<file path="src/rtl/sc_xbar_tgt_resp.sv">
// Target-side responder: register memory, fixed-latency response pipeline and a
// credit-protected FWFT response FIFO. Define SC_RESP_ERR_EN to reserve the top two words.
module sc_xbar_tgt_resp #(
  parameter int DATA_W     = 32,
  parameter int ADDR_W     = 4,
  parameter int ID_W       = 2,
  parameter int LAT        = 2,
  parameter int FIFO_DEPTH = 4
) (
  input  logic              i_clk,
  input  logic              i_reset,
  input  logic              i_req_valid,
  output logic              o_req_ready,
  input  logic              i_req_we,
  input  logic [ADDR_W-1:0] i_req_addr,
  input  logic [DATA_W-1:0] i_req_wdata,
  input  logic [ID_W-1:0]   i_req_id,
  output logic              o_rsp_valid,
  input  logic              i_rsp_ready,
  output logic [ID_W-1:0]   o_rsp_id,
  output logic              o_rsp_we,
  output logic [DATA_W-1:0] o_rsp_rdata,
  output logic              o_rsp_err
);

  localparam int MEM_DEPTH = 1 << ADDR_W;
  localparam int PTR_W     = $clog2(FIFO_DEPTH);
  localparam int CNT_W     = $clog2(FIFO_DEPTH + LAT + 1);

  typedef struct packed {
    logic [ID_W-1:0]   id;
    logic              we;
    logic [DATA_W-1:0] rdata;
    logic              err;
  } rsp_t;

  logic              rdy_en_q, rdy_en_d;
  logic [DATA_W-1:0] mem_q [MEM_DEPTH];
  logic [DATA_W-1:0] mem_d [MEM_DEPTH];
  logic [LAT-1:0]    pipe_vld_q, pipe_vld_d;
  rsp_t              pipe_ent_q [LAT];
  rsp_t              pipe_ent_d [LAT];
  rsp_t              fifo_q [FIFO_DEPTH];
  rsp_t              fifo_d [FIFO_DEPTH];
  logic [PTR_W-1:0]  wr_ptr_q, wr_ptr_d;
  logic [PTR_W-1:0]  rd_ptr_q, rd_ptr_d;
  logic [CNT_W-1:0]  fifo_cnt_q, fifo_cnt_d;
  logic [CNT_W-1:0]  inflight;
  logic [CNT_W:0]    credit;
  logic              accept;
  logic              push;
  logic              pop;
  logic              req_rsv;
  rsp_t              req_ent;
  rsp_t              head;

`ifdef SC_RESP_ERR_EN
  localparam logic [ADDR_W-1:0] RSV_BASE = ADDR_W'(MEM_DEPTH - 2);
  assign req_rsv = (i_req_addr >= RSV_BASE);
`else
  assign req_rsv = 1'b0;
`endif

  // Credits cover every accepted request not yet popped; a same-cycle pop frees one.
  always_comb begin
    inflight = '0;
    for (int i = 0; i < LAT; i++) begin
      inflight = inflight + CNT_W'(pipe_vld_q[i]);
    end
  end

  assign head        = fifo_q[rd_ptr_q];
  assign o_rsp_valid = (fifo_cnt_q != '0);
  assign pop         = o_rsp_valid & i_rsp_ready;
  assign credit      = (CNT_W+1)'(FIFO_DEPTH) + (CNT_W+1)'(pop)
                     - (CNT_W+1)'(fifo_cnt_q) - (CNT_W+1)'(inflight);
  assign o_req_ready = rdy_en_q & (credit != '0);
  assign accept      = i_req_valid & o_req_ready;
  assign push        = pipe_vld_q[LAT-1];

  assign o_rsp_id    = o_rsp_valid ? head.id    : '0;
  assign o_rsp_we    = o_rsp_valid ? head.we    : 1'b0;
  assign o_rsp_rdata = o_rsp_valid ? head.rdata : '0;
  assign o_rsp_err   = o_rsp_valid ? head.err   : 1'b0;

  // Request stage: memory read/write on the accept edge.
  always_comb begin
    req_ent.id    = i_req_id;
    req_ent.we    = i_req_we;
    req_ent.rdata = (i_req_we | req_rsv) ? '0 : mem_q[i_req_addr];
    req_ent.err   = req_rsv;
    mem_d = mem_q;
    if (accept && i_req_we && !req_rsv) begin
      mem_d[i_req_addr] = i_req_wdata;
    end
  end

  // Latency pipeline: fixed shift, never stalls.
  always_comb begin
    pipe_vld_d[0] = accept;
    pipe_ent_d[0] = req_ent;
    for (int i = 1; i < LAT; i++) begin
      pipe_vld_d[i] = pipe_vld_q[i-1];
      pipe_ent_d[i] = pipe_ent_q[i-1];
    end
  end

  // Response FIFO: push from the last pipeline stage, first-word-fall-through pop.
  always_comb begin
    fifo_d     = fifo_q;
    wr_ptr_d   = wr_ptr_q;
    rd_ptr_d   = rd_ptr_q;
    fifo_cnt_d = fifo_cnt_q + CNT_W'(push) - CNT_W'(pop);
    if (push) begin
      fifo_d[wr_ptr_q] = pipe_ent_q[LAT-1];
      wr_ptr_d         = wr_ptr_q + PTR_W'(1);
    end
    if (pop) begin
      rd_ptr_d = rd_ptr_q + PTR_W'(1);
    end
  end

  assign rdy_en_d = 1'b1;

  always_ff @(posedge i_clk or posedge i_reset) begin
    if (i_reset) begin
      rdy_en_q   <= 1'b0;
      pipe_vld_q <= '0;
      wr_ptr_q   <= '0;
      rd_ptr_q   <= '0;
      fifo_cnt_q <= '0;
      mem_q      <= '{default: '0};
    end else begin
      rdy_en_q   <= rdy_en_d;
      pipe_vld_q <= pipe_vld_d;
      wr_ptr_q   <= wr_ptr_d;
      rd_ptr_q   <= rd_ptr_d;
      fifo_cnt_q <= fifo_cnt_d;
      mem_q      <= mem_d;
    end
  end

  // Payload storage is qualified by the valid/count state, so it needs no reset.
  always_ff @(posedge i_clk) begin
    pipe_ent_q <= pipe_ent_d;
    fifo_q     <= fifo_d;
  end

endmodule

</file>
<file path="config.mk">
export PLATFORM = sky130hd
export DESIGN_NAME = sc_xbar_tgt_resp
export DESIGN_NICKNAME = d
export VERILOG_FILES = /design/src/rtl/sc_xbar_tgt_resp.sv
export SDC_FILE = /design/constraint.sdc
export NUM_CORES = 1
export LEC_CHECK = 0
export ABC_AREA = 1
export CAP_MARGIN = 10
export CELL_PAD_IN_SITES_DETAIL_PLACEMENT = 1
export CELL_PAD_IN_SITES_GLOBAL_PLACEMENT = 1
export CORE_ASPECT_RATIO = 0.5
export CORE_MARGIN = 3
export CORE_UTILIZATION = 30
export DETAILED_ROUTE_END_ITERATION = 10
export GPL_ROUTABILITY_DRIVEN = 0
export PLACE_DENSITY_LB_ADDON = 0.15
export REMOVE_ABC_BUFFERS = 1
export SLEW_MARGIN = 15
export SYNTH_ARGS = -nofsm -noshare
export SYNTH_HDL_FRONTEND = slang
export SYNTH_SLANG_ARGS = --single-unit
</file>
<file path="constraint.sdc">
create_clock -name i_clk -period 15.5 [get_ports i_clk]
set_input_delay 1.55 -clock i_clk [delete_from_list [all_inputs] [get_ports i_clk]]
set_output_delay 1.55 -clock i_clk [all_outputs]
set_load 0.05 [all_outputs]
</file>
[Word-level counts from Yosys, hierarchy flattened]
Index checks and enable logic that the tools add are counted.
Widths: inputs -> output; s select.
Storage, ports and cells
  bits in registers: 736
  bits of input ports: 43
  output and inout bits: 38
  logic and storage cells: 83
Cells by class
  add/subtract/negate cells: 8
  magnitude comparators: 5
  mux-type cells: 16
  bitwise gates (word level): 6
  reduce and logical (&&, ||, !) cells: 5
Operators with widths (count)
  $bwmux 512: 1
  $bwmux 144: 1
  $bmux 32 s4: 1
  $demux 32 s4: 1
  $mux 32: 4
  $mux 36: 3
  $bmux 36 s2: 1
  $demux 36 s2: 1
  $ge 3x3->1 const B: 2
  $not 2->3: 2
  $ge 5x5->1 const B: 1
  $lt 5x1->1 const B: 1
  $not 4->5: 1
  $add 2x1->2 const B: 2
  $add 3x1->4 const A: 1
  $reduce_bool 4->1: 1
  $sub 4x2->4: 1
  $sub 4x3->4: 1
  $add 3x1->3: 1
  $and 1x1->1: 3
  $logic_and 1x1->1: 3
  $lt 3x1->1 const B: 1
  $reduce_bool 3->1: 1
  $sub 3x1->3: 1
  other kinds (3): 4

[Depth between registers and ports, before layout]
  depth in word-level cells: 9
  gate-level depth with buffers: 16
  depth with buffers taken out: 14

[Worst setup path before layout]
No wires, ideal clock.
  path kind: input to output
  start: input i_rsp_ready
  end: output o_req_ready
  arrival time: 3119 ps
  data required time: 13950 ps
  slack: 10831 ps
  stages on the path: 9
  buffers on the path: 0
  cell sequence: nand2_1 -> fa_1 -> inv_1 -> ha_1 -> fa_1 -> nor2_1 -> nand3_1 -> nand2_1 -> inv_1
On the way
  cells in the longest elaborated chain, start to end: 6
RTL lines
  start: declaration: line 19  | input logic i_rsp_ready,
  $and 1x1->1: line 74  | assign pop = o_rsp_valid & i_rsp_ready;
  $add 3x1->4: line 75  | assign credit = (CNT_W+1)'(FIFO_DEPTH) + (CNT_W+1)'(pop)
  $sub 4x3->4: line 76  | - (CNT_W+1)'(fifo_cnt_q) - (CNT_W+1)'(inflight);
  $sub 4x2->4: line 76
  $reduce_bool 4->1: line 77  | assign o_req_ready = rdy_en_q & (credit != '0);
  $and 1x1->1: line 77
  end: declaration: line 13  | output logic o_req_ready,
Every way passes these cells.

[Worst setup path in the final report]
Ends and elaborated chain as after synthesis.

==> results.sh <==
export IMPL_preCtsSetupSlack_ns=9.71
export IMPL_crit_slowest_cell="clkdlybuf4s50_1"
export IMPL_crit_arrival_ns=4.21
export IMPL_synth_edf_count=140
export IMPL_max_freq_ghz=0.174
export IMPL_ys_seq_area_share_pct=57.1
export IMPL_ioPinCount=81
export IMPL_clock_root_buffer="clkbuf_16"
export IMPL_worstPathMaxFanout=3
export IMPL_worst_setup_path_type="input port to output port"
export IMPL_wl_met1_um=56400
export IMPL_hp_class="register to register"
export IMPL_cts_hold_buf=0
export IMPL_htreeDepth=3
export IMPL_critPathLaunch="i_rsp_ready"
export IMPL_grt_pass1_vias=28100
export IMPL_cts_max_path_buffers=3
export IMPL_setup_viol=0
export IMPL_worstMarginPinSlew_ns=1.20
export IMPL_port_buffers=79
export IMPL_rsz0062_at_grt="false"
export IMPL_start_kind="input port"
export IMPL_drtIter0Drc=1779
export IMPL_maxCapViolCount=0
export IMPL_syn_inst=4331
export IMPL_post_route_period_util_pct=37.2
export IMPL_routed_wirelength_um=117000
export IMPL_drv_slew=0
export IMPL_row_count=84
export IMPL_async_reset_ff_share_pct=71.3
export IMPL_finalCriticalPeriod_ns=5.76
export IMPL_final_nets=4303
export IMPL_fin_tns_setup_ns=0
export IMPL_die_w_um=473
export IMPL_max_stage_delay_ns=0.69
export IMPL_yosysWarnings=0
export IMPL_status="completed"
export IMPL_vias=26800
export IMPL_dieArea_sq_um=113000
export IMPL_ant_nets=0
export IMPL_cp_end_kind="output port"
export IMPL_cts_buffers=76
export IMPL_antenna_found_initial=3
export IMPL_ctsResizeCount=0
export IMPL_grt_start_max_net_pins=154
export IMPL_vias_per_cell=4.68
export IMPL_insertion_delay_ns=0.65
export IMPL_ys_ff_latch=732
export IMPL_wl_met3_um=5940
export IMPL_finalClockSkew_ns=0.0185
export IMPL_hold_viol_final=0
export IMPL_initial_core_util_pct=30.7
export IMPL_met2_length_um=52600
export IMPL_cp_required_ns=13.95
export IMPL_power_mw=5.88
export IMPL_ys_flop_type="dfrtp_1"
export IMPL_cts_tree="done"
export IMPL_r2r_start="pipe_vld_q[1]$_DFF_PP0_"
export IMPL_min_from="pipe_ent_d[32]$_SDFF_PP0_"
export IMPL_fillers=12800
export IMPL_pwr_density_cell_nw_per_um2=159
export IMPL_post_synth_cell_area_avg_sq_um=7.54
export IMPL_routedWlPerCell_um=20.4
export IMPL_drt_first_pass_iters=5
export IMPL_die_y_um=239
export IMPL_finalNonFillerCells=5729
export IMPL_critical_path_top_delay_family="buffers and inverters"
export IMPL_maxSlewHeadroom_pct=19.7
export IMPL_clock_sinks=732
export IMPL_drcViolationCount=0
export IMPL_critPathBufInv=4
export IMPL_top_layer="met4"
export IMPL_syn2layout_area_growth_pct=13.3
export IMPL_dpl_hpwl_um=62900
export IMPL_grt_pass1_wl_um=179000
export IMPL_post_cts_buffers=0
export IMPL_core_sq_um=107000
export IMPL_ys_types=25
export IMPL_grt_overflow_total=0
export IMPL_power_leakage_nw=19.5
export IMPL_grt_usage_pct=21.0
export IMPL_finalWorstSetupSlack_ns=9.74
export IMPL_drive_gt1_share_pct=5.15
export IMPL_vdd_drop_max_uv=88.8
export IMPL_cp_cell_sequence="clkdlybuf4s50_1 -> nand2_1 -> fa_1 -> inv_1 -> ha_1 -> fa_1 -> nor2_1 -> nand3_1 -> nand2_1 -> inv_1 -> clkdlybuf4s50_1"
export IMPL_dp_cells=5589
export IMPL_syn_area_sq_um=32700
export IMPL_cts_reportedPaths_clkPinSlew_ns=0.06
## worst paths after layout
path	end	slack [ns]	cells after the start
setup / recovery	o_req_ready	9.74	11
hold / removal	pipe_ent_q[32]$_DFF_P_	0.33	0
setup reg to reg	mem_q[505]$_DFFE_PP0P_	11.31	14
hold reg to reg	pipe_ent_q[32]$_DFF_P_	0.33	0
max in group asynchronous	mem_q[113]$_DFFE_PP0P_	11.73	4
min in group asynchronous	wr_ptr_q[0]$_DFFE_PP0P_	1.36	2
## worst reg2reg max path: stages (launching register included)
cell	delay, ns
dfrtp_1	0.54
ha_1	0.33
fa_1	0.38
inv_1	0.07
ha_1	0.17
fa_1	0.42
nor2_1	0.10
nand3_1	0.12
nand4_2	0.09
buf_4	0.44
nor2_4	0.07
buf_4	0.33
inv_2	0.81
nand2_1	0.15
nand2_1	0.10
## layout make-up
class | count | area (sq um) | share of cell area (%)
multi-input cells | 3263 | 12700 | 34.3
clock buffers | 108 | 2230 | 6.01
inverters | 46 | 190 | 0.514
flip-flops and latches | 732 | 18700 | 50.4
well taps | 1419 | 1780 | 4.80
diodes | 2 | 5.00 | 0.0135
clock inverters | 30 | 269 | 0.727
repair buffers | 129 | 1190 | 3.22
## cell families (layout without fill, tap and decap cells)
logic type	Yosys count	count (layout)	synth area share, %
AO/OA/AOI/OAI	106	106	1.62
XOR/XNOR	4	4	0.107
adder cells (fa/ha/maj)	12	12	0.529
buffers and inverters	336	313	4.32
flip-flops	732	732	57.1
other	2	4	0.0230
AND/OR/NAND/NOR	3139	3139	36.3
## power breakdown
group | switching, mW | total [mW] | internal (mW)
clock network | 0.820 | 1.88 | 1.06
registers | 0.185 | 2.52 | 2.34
logic | 1.03 | 1.48 | 0.459
total | 2.03 | 5.88 | 3.85
## stage by stage
stage	hold slack [ns]	instance area (sq um)	util (%)
5_1_grt	0.336	37000	34.7
4_1_cts	0.328	37000	34.7
3_3_place_gp	0.310	34500	32.4
6_report	0.328	37000	34.7
2_1_floorplan	0.310	31400	-
3_5_place_dp	0.313	34500	32.4
## synth_stat cells (19+ instances only)
cell type | count | share of area, %
o21ai_0 | 71 | 1.1
nand2_1 | 2903 | 33
a21oi_1 | 35 | 0.54
clkbuf_1 | 156 | 1.8
dfxtp_1 | 70 | 4.3
dfrtp_1 | 522 | 40
buf_1 | 19 | 0.22
inv_1 | 24 | 0.28
buf_2 | 112 | 1.7
edfxtp_1 | 140 | 13
inv_2 | 21 | 0.24
nor2_1 | 216 | 2.5
## layout by cell type (no fill, tap or decap), types with 3 or more instances in the layout
cell             synthesis  routed
o21ai_0                 71      71
nor2_1                 216     213
buf_4                    2      48
nor2_4                   1      19
inv_1                   24      21
bufinv_16                0       3
clkinv_2                 0      16
a21oi_1                 35      35
inv_6                    0       5
clkdlybuf4s50_1          0      76
xor2_1                   3       3
clkbuf_8                 0      14
inv_2                   21      21
dfrtp_1                522     521
nand2_1               2903    2903
clkbuf_16                0      79
clkinvlp_4               0       4
ha_1                     9       9
fa_1                     3       3
dfxtp_1                 70      70
edfxtp_1               140     140
clkbuf_1               156      15
## registers in the layout, summed over array words and instances (netlist names)
register and cells:
mem_q 512, fifo_q 140, pipe_ent_d 35, pipe_ent_q 35, fifo_cnt_q 3, pipe_vld_q 2, rd_ptr_q 2, wr_ptr_q 2
rdy_en_q 1
## per-layer routing
metal,up-vias,GRT usage [%]
met5,-,0
met4,0,4.19
met3,124,3.68
met2,451,34.3
met1,13400,29.3
li1,12900,-
(Power assumes the default switching activity.)
